===== config.mk =====
export PLATFORM = sky130hd
export DESIGN_NAME = dvsd_cmp_bist_flat
export DESIGN_NICKNAME = d
export VERILOG_FILES = /design/src/rtl/dvsd_cmp_bist_if.sv /design/src/rtl/dvsd_cmp_bist.sv /design/src/flat_wrapper.sv
export SDC_FILE = /design/constraint.sdc
export NUM_CORES = 1
export LEC_CHECK = 0
export ABC_AREA = 1
export CAP_MARGIN = 20
export CORE_MARGIN = 1
export CORE_UTILIZATION = 52
export DETAILED_ROUTE_END_ITERATION = 12
export GPL_TIMING_DRIVEN = 0
export HOLD_SLACK_MARGIN = 0.08
export PLACE_DENSITY = 0.79
export SLEW_MARGIN = 10
export SYNTH_ARGS = -nofsm -noshare
export SYNTH_HDL_FRONTEND = slang
export SYNTH_SLANG_ARGS = --single-unit

===== constraint.sdc =====
create_clock -name clk -period 2.1 [get_ports clk]
set_input_delay 0.315 -clock clk [delete_from_list [all_inputs] [get_ports clk]]
set_output_delay 0.315 -clock clk [all_outputs]
set_load 0.02 [all_outputs]

===== src/rtl/dvsd_cmp_bist_if.sv =====
// Operand/result bus between the comparator BIST engine and the comparator under test.
// Latency: none, plain wires; operands come from BIST registers, results are combinational.
// Backpressure: none, the BIST paces vectors with its own settle counter.
interface dvsd_cmp_bist_if #(
  parameter int WIDTH = 4
);
  logic [WIDTH-1:0] A_out;
  logic [WIDTH-1:0] B_out;
  logic             less_than;
  logic             equal_to;
  logic             greater_than;

  // BIST side drives operands and observes results.
  modport master (
    output A_out, B_out,
    input  less_than, equal_to, greater_than
  );

  // Comparator side consumes operands and returns results.
  modport slave (
    input  A_out, B_out,
    output less_than, equal_to, greater_than
  );
endinterface


===== src/rtl/dvsd_cmp_bist.sv =====
// Exhaustive self-test driver/checker for the magnitude comparator: sweeps all operand pairs, checks against golden.
// Latency: SETTLE+1 cycles per vector, done pulses 1+2^(2*WIDTH)*(SETTLE+1) cycles after an accepted start.
// Backpressure: none; start is only sampled in IDLE, anything else is dropped.
module dvsd_cmp_bist #(
  parameter int WIDTH  = 4,
  parameter int SETTLE = 1
) (
  input  logic                 clk,
  input  logic                 rst,
  input  logic                 start,
  dvsd_cmp_bist_if.master      cmp,
  output logic                 busy,
  output logic                 done,
  output logic                 pass,
  output logic [2*WIDTH:0]     err_count,
  output logic                 fail_valid,
  output logic [WIDTH-1:0]     fail_a,
  output logic [WIDTH-1:0]     fail_b,
  output logic [2:0]           fail_res
);

  typedef enum logic [1:0] {
    ST_IDLE   = 2'd0,
    ST_DRIVE  = 2'd1,
    ST_SAMPLE = 2'd2,
    ST_DONE   = 2'd3
  } state_t;

  localparam logic [3:0]         SETTLE_LAST = 4'(SETTLE - 1);
  localparam logic [2*WIDTH:0]   ERR_MAX     = '1;
  localparam logic [2*WIDTH:0]   ERR_ONE     = 1;
  localparam logic [2*WIDTH-1:0] VEC_ONE     = 1;

  state_t             state;
  state_t             state_nxt;
  logic [2*WIDTH-1:0] vec;
  logic [3:0]         settle_cnt;
  logic [WIDTH-1:0]   op_a;
  logic [WIDTH-1:0]   op_b;
  logic [2:0]         obs;
  logic [2:0]         gold;
  logic               mismatch;
  logic               last_vec;
  logic               settle_end;

  // The vector counter doubles as the operand register, so A/B hold the last pair after a sweep.
  assign op_a      = vec[2*WIDTH-1:WIDTH];
  assign op_b      = vec[WIDTH-1:0];
  assign cmp.A_out = op_a;
  assign cmp.B_out = op_b;

  // Any bit differing from the unsigned golden compare is an error, which also flags non-one-hot results.
  assign obs        = {cmp.less_than, cmp.equal_to, cmp.greater_than};
  assign gold       = {op_a < op_b, op_a == op_b, op_a > op_b};
  assign mismatch   = (obs != gold);
  assign last_vec   = &vec;
  assign settle_end = (settle_cnt == SETTLE_LAST);

  // State register.
  always_ff @(posedge clk) begin
    if (rst) state <= ST_IDLE;
    else     state <= state_nxt;
  end

  // Next-state: settle for SETTLE cycles, sample once, advance until the all-ones vector.
  always_comb begin
    state_nxt = state;
    case (state)
      ST_IDLE:   if (start) state_nxt = ST_DRIVE;
      ST_DRIVE:  if (settle_end) state_nxt = ST_SAMPLE;
      ST_SAMPLE: state_nxt = last_vec ? ST_DONE : ST_DRIVE;
      ST_DONE:   state_nxt = ST_IDLE;
      default:   state_nxt = ST_IDLE;
    endcase
  end

  // Status outputs decoded from the state.
  always_comb begin
    busy = (state != ST_IDLE);
    done = (state == ST_DONE);
  end

  // Datapath: vector/settle counters, error accounting and first-failure capture.
  always_ff @(posedge clk) begin
    if (rst) begin
      vec        <= '0;
      settle_cnt <= '0;
      err_count  <= '0;
      pass       <= 1'b0;
      fail_valid <= 1'b0;
      fail_a     <= '0;
      fail_b     <= '0;
      fail_res   <= '0;
    end else begin
      case (state)
        ST_IDLE: begin
          if (start) begin
            vec        <= '0;
            settle_cnt <= '0;
            err_count  <= '0;
            pass       <= 1'b0;
            fail_valid <= 1'b0;
            fail_a     <= '0;
            fail_b     <= '0;
            fail_res   <= '0;
          end
        end
        ST_DRIVE: begin
          settle_cnt <= settle_end ? 4'd0 : settle_cnt + 4'd1;
        end
        ST_SAMPLE: begin
          if (mismatch) begin
            if (err_count != ERR_MAX) err_count <= err_count + ERR_ONE;
            if (!fail_valid) begin
              fail_valid <= 1'b1;
              fail_a     <= op_a;
              fail_b     <= op_b;
              fail_res   <= obs;
            end
          end
          // Pass is resolved here, including this last vector, so it is already valid alongside done.
          if (last_vec) pass <= (err_count == '0) && !mismatch;
          else          vec  <= vec + VEC_ONE;
        end
        default: ;
      endcase
    end
  end

endmodule


===== src/flat_wrapper.sv =====
// flat-port wrapper written by rule: the top's interface ports become plain ports
module dvsd_cmp_bist_flat 
#(
  parameter int WIDTH  = 4,
  parameter int SETTLE = 1
)
  (clk, rst, start, busy, done, pass, err_count, fail_valid, fail_a, fail_b, fail_res, cmp_A_out, cmp_B_out, cmp_less_than, cmp_equal_to, cmp_greater_than);
  dvsd_cmp_bist_if #(.WIDTH(WIDTH)) cmp_i ();
  input  logic clk;
  input  logic rst;
  input  logic start;
  output logic busy;
  output logic done;
  output logic pass;
  output logic [2*WIDTH:0] err_count;
  output logic fail_valid;
  output logic [WIDTH-1:0] fail_a;
  output logic [WIDTH-1:0] fail_b;
  output logic [2:0] fail_res;
  output wire logic [$bits(cmp_i.A_out)-1:0] cmp_A_out;
  output wire logic [$bits(cmp_i.B_out)-1:0] cmp_B_out;
  input wire logic [$bits(cmp_i.less_than)-1:0] cmp_less_than;
  input wire logic [$bits(cmp_i.equal_to)-1:0] cmp_equal_to;
  input wire logic [$bits(cmp_i.greater_than)-1:0] cmp_greater_than;
  assign cmp_A_out = cmp_i.A_out;
  assign cmp_B_out = cmp_i.B_out;
  assign cmp_i.less_than = cmp_less_than;
  assign cmp_i.equal_to = cmp_equal_to;
  assign cmp_i.greater_than = cmp_greater_than;
  dvsd_cmp_bist #(.WIDTH(WIDTH), .SETTLE(SETTLE)) u_core (.clk(clk), .rst(rst), .start(start), .cmp(cmp_i), .busy(busy), .done(done), .pass(pass), .err_count(err_count), .fail_valid(fail_valid), .fail_a(fail_a), .fail_b(fail_b), .fail_res(fail_res));
endmodule

Word level (Yosys, flattened, before mapping)
Cells that the tools add are included.
W data, S select, Z words.
Word-level totals
  register bits: 36
  output and inout port bits: 32
  input port bits: 6
Cells by class
  reductions and logical operators: 16
  muxes and demuxes: 29
  equality and inequality tests: 13
  magnitude comparators: 2
  add/sub/neg operators: 3
Operators with widths (number)
  $mux W9: 3
  $mux W4: 6
  $pmux W4 S2: 3
  $pmux W9 S2: 1
  $mux W8: 2
  $pmux W8 S2: 1
  $add A9 B1 Y9 const B: 1
  $logic_not A9 Y1: 1
  $mux W3: 3
  $ne A9 B9 Y1 const B: 1
  $reduce_and A3 Y1: 3
  $add A8 B1 Y8 const B: 1
  $ne A2 B1 Y1 const B: 4
  $pmux W2 S4: 1
  $reduce_and A4 Y1: 2
  $reduce_and A8 Y1: 1
  $mux W2: 3
  $ne A2 B2 Y1 const B: 3
  $pmux W3 S2: 1
  $reduce_bool A2 Y1: 3
  $add A4 B1 Y4 const B: 1
  $eq A2 B2 Y1 const B: 2
  $eq A4 B4 Y1: 1
  $gt A4 B4 Y1: 1
  10 further kinds: 14

Depth between registers and ports, before layout
Gate-level depths: netlist of run 1.
  depth after elaboration: 6
  depth in mapped cells: 15
  depth with buffers taken out: 14

Least setup slack after synthesis of run 1
OpenSTA, ideal clock, no wires.
  path kind: flip-flop to flip-flop
  start: register u_core.vec[3]
  end: register u_core.err_count[2]
  data required time: 1984 ps
  cell stages (with the launch flop): 12
  path slack: 214 ps
  arrival time: 1771 ps
  period minus slack after synthesis: 1886 ps
  path buffers: 1
  cell sequence: dfxtp_1 inv_1 ha_1 a21oi_1 nand2_1 nand2_1 nand2_1 nor2_4 nand2_4 buf_6 a21oi_1 nor2_1
Between the ends
  longest elaborated chain between the ends: 4
Ends and longest elaborated chain
  start: declaration: RTL line dvsd_cmp_bist.sv:36  | logic [2*WIDTH-1:0] vec;
  start signal: assignment: RTL line dvsd_cmp_bist.sv:123  | else vec <= vec + VEC_ONE;
  $gt A4 B4 Y1 (tied with other cells): RTL line dvsd_cmp_bist.sv:54  | assign gold = {op_a < op_b, op_a == op_b, op_a > op_b};
  $ne A3 B3 Y1 *: RTL line dvsd_cmp_bist.sv:55  | assign mismatch = (obs != gold);
  $ne A2 B1 Y1 (no line) *
  $reduce_and A4 Y1 (no line) *
  end signal: assignment: RTL line dvsd_cmp_bist.sv:113  | if (err_count != ERR_MAX) err_count <= err_count + ERR_ONE;
  end: declaration: RTL line dvsd_cmp_bist.sv:15  | output logic [2*WIDTH:0] err_count,
Every way passes the cells marked *; elsewhere a longest branch is shown, timed or not.
A chain may end at the register's enable or synchronous reset.

Final worst setup path of run 1
  start: register u_core.err_count[1]
  end: register u_core.err_count[0]
Between the ends
  longest elaborated chain between the ends: 3
Ends and longest elaborated chain (RTL line)
  $ne A9 B9 Y1: dvsd_cmp_bist.sv:113
  $ne A2 B1 Y1 (no line)
  $reduce_and A4 Y1 (no line)
Every way passes these cells.

==> results.md, run 1 <==
* Root Buffer: clkbuf_8
* DR vias at 2129
* Initial antenna violation count at 0
* DRC Markers at 0
* Asr flop ratio synth at 0%
* Max-slew violations at 0
* Outcome: complete, no violations
* Post-synth EDFFs at 0
* Top cell type's share of synthesized area at 34.8%
* Number of synthesized register bits at 36
* First-pass GRT wire length at 9.05 mm
* Synth Cell Area at 2070 sq um
* Clk_skew at 0.00917 ns
* TritonCTS clock tree: built
* Worst Path Max Fanout at 10
* Slew headroom at 62.5%
* Io pins at 38
* Leakage Power at 1.05 nW
* Post-Syn Nets at 323
* Setup_tns at 0 ns
* Post-CTS Repair Setup Buffers at 0
* Area contributors post-synth: dfxtp_1 35%, nand2_1 12%, nand3_1 9.7%
* Largest net degree at the start of global routing at 13
* Critical path arrival at 2.11 ns
* Min Tclk post-route at 1.92 ns
* Port Buf Inserts at 37
* ANT cells at 0
* Final Hold Vio Count at 0
* Setup CP Type: reg -> reg
* Unique cell type count in the Yosys netlist at 28
* Initial DRT Pass Iterations at 5
* Fraction of layout cells with a size suffix above 1 at 11.6%
* Top FF cell, synth: dfxtp_1
* Detailed-route wire length at 5.46 mm
* Final setup violating endpoints at 0
* CP endpoint kind: flip-flop
* Final HPWL from detailed placement at 3.91 mm
* Starting Density at 55.3%
* Syn Inst Count at 307
* Worst min path class: reg -> reg
* Clock buffer depth at 2
* Worst Path Required at 2.29 ns
* Routed wire per std cell at 13.7 microns
* Final net count at 367
* Fmax at 520 MHz
* TritonCTS buffer count at 5
* Row count at 22
* Worst Reg-to-Reg Cells at 10
* Synth area leader: dfxtp_1
* Syn-to-layout area delta at 27.5%
* Average size of a mapped cell at 6.75 sq um
* Total track usage at 28.0%
* Synth warn at 0
* H-tree Lvls at 2
* Die ar. at 4240 sq um
* Post-synthesis sequential area ratio at 34.8%
* Clk slew on worst S/H paths at 0.07 ns
* Die Ht at 65.1 microns
* Count leader, synth: nand2_1
* Worst-Margin Slew at 0.562 ns
* RSZ-0062 raised after global routing: false
* GPL Wtd Cong at 0.862
* Power Density at 632 nW/um^2
* Vias in the first global route at 1893
* Worst-skew pair later-pin latency at 0.30 ns
* Post-synth top cells: 65 x nand2_1, 40 x nand3_1, 36 x dfxtp_1
* Setup crit start kind: flip-flop
* Via density per instance at 5.32
* Maxcap violations at 0
* Core Region at 3740 sq um
* Worst vdd ir at 499 uV
* Die width at 65.1 microns
* Final hold slack at 0.468 ns
* CTS sink cnt at 36
* Cell depth of the worst hold path at 2
* Antenna viol nets, final at 0
* Tcrit/Tclk final at 91.7%
* Total gr overflow at 0
* DRT iter0 DRCs at 195
-- power by group --
group          internal, mW  leakage (nW)  switching [mW]  total (mW)
registers             0.706         0.295          0.0289       0.734
logic                 0.117         0.701           0.189       0.307
clock network         0.351        0.0541           0.276       0.628
-- cells by family (layout without fill, tap and decap cells) --
family	Yosys count	count (layout)	synth area share, %
compound gates	47	47	12.0
xor+xnor	2	2	0.846
fa+ha+maj	10	10	6.04
buf+inv	50	95	10.3
flops	36	36	34.8
simple gates	162	162	36.1
-- area by class of cell --
cell class / instances / area, sq um
clock buffers: 5 / 68.8
multi-input cells: 221 / 1150
clock inverters: 3 / 42.5
fillers: 335 / 1100
flip-flops and latches: 36 / 729
inverters: 40 / 150
well taps: 48 / 60.1
repair buffers: 37 / 370
plain buffers: 10 / 66.3
-- stage by stage --
step	std cells	worst slack [ns]	total power [mW]	instance area (sq um)	util (%)
2_1_floorplan	307	0.214	0.946	2070	-
3_3_place_gp	392	0.108	1.04	2500	66.8
3_5_place_dp	392	0.0765	1.05	2500	66.8
4_1_cts	400	0.0586	1.66	2610	69.8
5_1_grt	400	0.00282	1.75	2640	70.6
6_report	400	0.175	1.67	2640	70.6
-- sequential cells by signal, summed over array words and instances, names as in the netlist, 2 cells and up --
signal,count
u_core.fail_a,4
u_core.settle_cnt,4
u_core.fail_b,4
u_core.err_count,9
u_core.fail_res,3
u_core.vec,8
u_core.state,2
-- layer usage --
layer	wire [microns]	GRT usage (%)	share of wire (%)
met3	219	5.73	4.0
met2	2500	43.9	46
met1	2670	38.5	49
met5	0	0	0
met4	82	8.70	1.5
-- placed cells by master, fill, tap and decap left out, drive strengths merged --
cell type	instances
xor2	2
a31oi	1
bufinv	1
a221oi	1
buf	6
nor3	3
clkbuf	9
clkinvlp	1
nand2	70
ha	10
nand3	44
or2	2
a21oi	32
nor2	36
o21ai	13
dfxtp	36
nand4	6
clkinv	1
nand3b	1
clkdlybuf4s50	37
inv	40
-- path summary, 6_finish.rpt --
| kind | startpoint | to | slack, ns |
|---|---|---|---|
| max | u_core.err_count[1] | u_core.err_count[0] | 0.18 |
| min | u_core.fail_res[1] | u_core.fail_res[1] | 0.47 |
| max reg2reg | u_core.err_count[1] | u_core.err_count[0] | 0.18 |
| min reg2reg | u_core.fail_res[1] | u_core.fail_res[1] | 0.47 |
-- repair_timing --
action | in CTS | in global routing
setup endpoints to repair | 0 | 21
hold buffers | 0 | 0
gates resized for setup | 0 | 10
-- critical path: stages (launching register included) --
cell and delay, ns:
dfxtp_2 0.38, ha_2 0.22, nand4_1 0.14, nor2_1 0.13
nand2_1 0.07, nor2_1 0.13, ha_1 0.22, o21ai_4 0.12
buf_4 0.20, a21oi_1 0.15, nor2_1 0.06
Power figures use the tool's default switching activity.
==> run 2: changes to the inputs <==
Settings changed: ABC_AREA 1 to 0, CORE_UTILIZATION 52 to 50, PLACE_DENSITY 0.79 to 0.78.
==> run 2 against run 1 <==
The run now ends with negative setup slack left. Hold slack better by 0.019 ns. Global-route usage down 0.25 points. Combinational power down 33%. Clock power down 21%. Largest cell class unchanged. Utilization up 8.0 points. Critical path depth down 1.
==> results.md, run 2 <==
* CP endpoint kind: flip-flop (unchanged)
* Asr flop ratio synth at 0% (unchanged)
* Top FF cell, synth: dfxtp_1 (unchanged)
* Count leader, synth: dfxtp_1 (was nand2_1)
* Die ar. at 3860 sq um (was 4240 sq um)
* GPL Wtd Cong at 0.847 (was 0.862)
* Core Region at 3390 sq um (was 3740 sq um)
* TritonCTS clock tree: built (unchanged)
* Worst-skew pair later-pin latency at 0.36 ns (was 0.30 ns)
* Final HPWL from detailed placement at 2.93 mm (was 3.91 mm)
* Io pins at 38 (unchanged)
* Most common cell after layout, fill and taps aside: clkdlybuf4s50_1 (was nand2_1)
* Worst min path class: reg -> reg (unchanged)
* Synth warn at 0 (unchanged)
* Setup_tns at -0.131 ns (was 0 ns)
* Fraction of layout cells with a size suffix above 1 at 25.7% (was 11.6%)
* Average size of a mapped cell at 8.74 sq um (was 6.75 sq um)
* Setup CP Type: reg -> reg (unchanged)
* DRC Markers at 0 (unchanged)
* Worst-Margin Slew at 0.537 ns (was 0.562 ns)
* Critical path arrival at 2.49 ns (was 2.11 ns)
* Area contributors post-synth: dfxtp_1 40%, ha_1 6.9%, nor2_1 6.6% (was dfxtp_1 35%, nand2_1 12%, nand3_1 9.7%)
* Fin util at 78.6% (was 70.6%)
* Register area at 748 sq um (was 729 sq um)
* Layout Cells excl Fill at 311 (was 400)
* Setup crit start kind: flip-flop (unchanged)
* Final setup violating endpoints at 3 (was 0)
* Failing checks: negative setup slack
* Unique cell type count in the Yosys netlist at 44 (was 28)
* Port Buf Inserts at 36 (was 37)
* Post-Syn Nets at 223 (was 323)
* Outcome: finished with violations (was complete, no violations)
* Clk slew on worst S/H paths at 0.11 ns (was 0.07 ns)
* Routed wire per std cell at 16.1 microns (was 13.7 microns)
* RSZ-0062 raised after global routing: true (was false)
* Worst Reg-to-Reg Cells at 9 (was 10)
* Antenna viol nets, final at 0 (unchanged)
* Synth area leader: dfxtp_1 (unchanged)
* Initial DRT Pass Iterations at 4 (was 5)
* Largest net degree at the start of global routing at 12 (was 13)
* Final Hold Vio Count at 0 (unchanged)
* Fillers at 212 (was 335)
* Slew headroom at 64.2% (was 62.5%)
* Min Tclk post-route at 2.20 ns (was 1.92 ns)
* First-pass GRT wire length at 8.39 mm (was 9.05 mm)
* Final hold slack at 0.487 ns (was 0.468 ns)
* Initial antenna violation count at 0 (unchanged)
* Starting Density at 53.4% (was 55.3%)
* Max-slew violations at 0 (unchanged)
* Clock buffer depth at 2 (unchanged)
* Placed instance count at 289 (was 392)
* Tcrit/Tclk final at 105% (was 91.7%)
* Total gr overflow at 0 (unchanged)
* Worst Path Required at 2.39 ns (was 2.29 ns)
* Top flop regs: u_core.err_count x9, u_core.vec x8 (unchanged)
* Detailed-route wire length at 5.02 mm (was 5.46 mm)
* Die width at 62.2 microns (was 65.1 microns)
* Power Density at 523 nW/um^2 (was 632 nW/um^2)
* Post-synth EDFFs at 0 (unchanged)
* Via density per instance at 5.68 (was 5.32)
* Synth Cell Area at 1810 sq um (was 2070 sq um)
* DRT iter0 DRCs at 164 (was 195)
* ANT cells at 0 (unchanged)
* Area of the multi-input gates at 1250 sq um (was 1150 sq um)
* Vias in the first global route at 1761 (was 1893)
* Final net count at 280 (was 367)
* Post-synth top cells: 36 x dfxtp_1, 32 x nor2_1, 16 x a21oi_1 (was 65 x nand2_1, 40 x nand3_1, 36 x dfxtp_1)
* Total track usage at 27.8% (was 28.0%)
* Fmax at 456 MHz (was 520 MHz)
* Worst vdd ir at 400 uV (was 499 uV)
* Syn Inst Count at 207 (was 307)
* Syn-to-layout area delta at 47.2% (was 27.5%)
* Worst Path Max Fanout at 8 (was 10)
* Commonest cells after routing, fill and taps aside: 36 x clkdlybuf4s50_1, 31 x nor2_1, 26 x dfxtp_1, 13 x buf_4, 12 x a21oi_1 (was 65 x nand2_1, 40 x nand3_1, 37 x clkdlybuf4s50_1, 34 x nor2_1, 33 x inv_1)
* TritonCTS buffer count at 5 (unchanged)
* Row count at 21 (was 22)
* Clk_skew at 0.0123 ns (was 0.00917 ns)
* Root Buffer: clkbuf_4 (was clkbuf_8)
* Leakage Power at 0.963 nW (was 1.05 nW)
* Number of synthesized register bits at 36 (unchanged)
* H-tree Lvls at 2 (unchanged)
* Cell depth of the worst hold path at 1 (was 2)
* Top cell type's share of synthesized area at 39.8% (was 34.8%)
* DR vias at 1768 (was 2129)
* Maxcap violations at 0 (unchanged)
* CTS sink cnt at 36 (unchanged)
* Die Ht at 62.2 microns (was 65.1 microns)
* Max reg flops at 9 (unchanged)
* PnR worst setup slack at -0.0954 ns (was 0.175 ns)
* Biggest register: u_core.err_count (unchanged)
* Hold buffer count at CTS at 0 (unchanged)
* Post-synthesis sequential area ratio at 39.8% (was 34.8%)
run 2: cell types whose count changed after synthesis, moves of 7 or more:
cell     previous run  this run
a21oi_1            32        16
a22o_1              0        10
inv_1              33        10
inv_2               7         0
nand2_1            65         9
nand3_1            40        12
run 2: per-stage QoR:
stage	area, sq um	setup WS [ns]	total power, mW
floorplan	1880	0.0129	0.814
global placement	2300	-0.114	0.862
detailed placement	2300	-0.207	0.864
CTS	2530	-0.0261	1.37
global route	2660	-0.157	1.44
finish	2660	-0.0954	1.39
run 2: report_power, final:
part,leakage [nW],internal (mW),switching [mW],total (mW)
combinational,0.624,0.0810,0.125,0.206
sequential,0.297,0.683,0.00976,0.692
clock,0.0422,0.249,0.246,0.495
total,0.963,1.01,0.380,1.39
run 2: area by class of cell:
cell class	count	share of cell area, %
clock buffers	6	1.55
plain buffers	6	0.986
multi-input cells	155	46.8
clock inverters	2	1.32
repair buffers	50	17.6
flip-flops and latches	36	28.1
inverters	10	1.50
well taps	46	2.16
run 2: kinds of logic (layout without fill, tap and decap cells):
| logic type | after synthesis | in the layout | synth area share, % |
|---|---|---|---|
| xor+xnor | 8 | 8 | 3.87 |
| flops | 36 | 36 | 39.8 |
| fa+ha+maj | 10 | 10 | 6.92 |
| compound gates | 51 | 51 | 20.5 |
| simple gates | 84 | 84 | 24.3 |
| mux | 2 | 2 | 1.18 |
| buf+inv | 16 | 74 | 3.39 |
run 2: worst paths after layout:
path	endpoint	slack, ns	start
max reg2reg	u_core.err_count[2]	-0.1	u_core.err_count[1]
min reg2reg	u_core.fail_b[1]	0.49	u_core.fail_b[1]
max	u_core.err_count[2]	-0.1	u_core.err_count[1]
min	u_core.fail_b[1]	0.49	u_core.fail_b[1]
run 2: critical path: stages, from the launching register on:
cell and delay [ns]:
dfxtp_4 0.37, ha_4 0.16, and3_4 0.18, and3_4 0.18
and3_4 0.18, ha_4 0.16, o21ai_4 0.18, a21boi_4 0.34
nand4b_1 0.19, a21oi_1 0.19
run 2: layer usage:
metal | share of wire (%) | vias to the layer above | track usage [%]
li1 | - | 854 | -
met1 | 44 | 833 | 35.1
met2 | 47 | 65 | 43.4
met3 | 5.8 | 16 | 5.33
met4 | 2.8 | 0 | 17.4
met5 | 0 | - | 0
run 2: timing repair:
item | 4_1_cts | 5_1_grt
pin swaps | 19 | 16
setup buffers | 9 | 5
endpoints found under the setup margin | 22 | 24
endpoints found under the hold margin | 0 | 0
gates resized for setup | 20 | 22
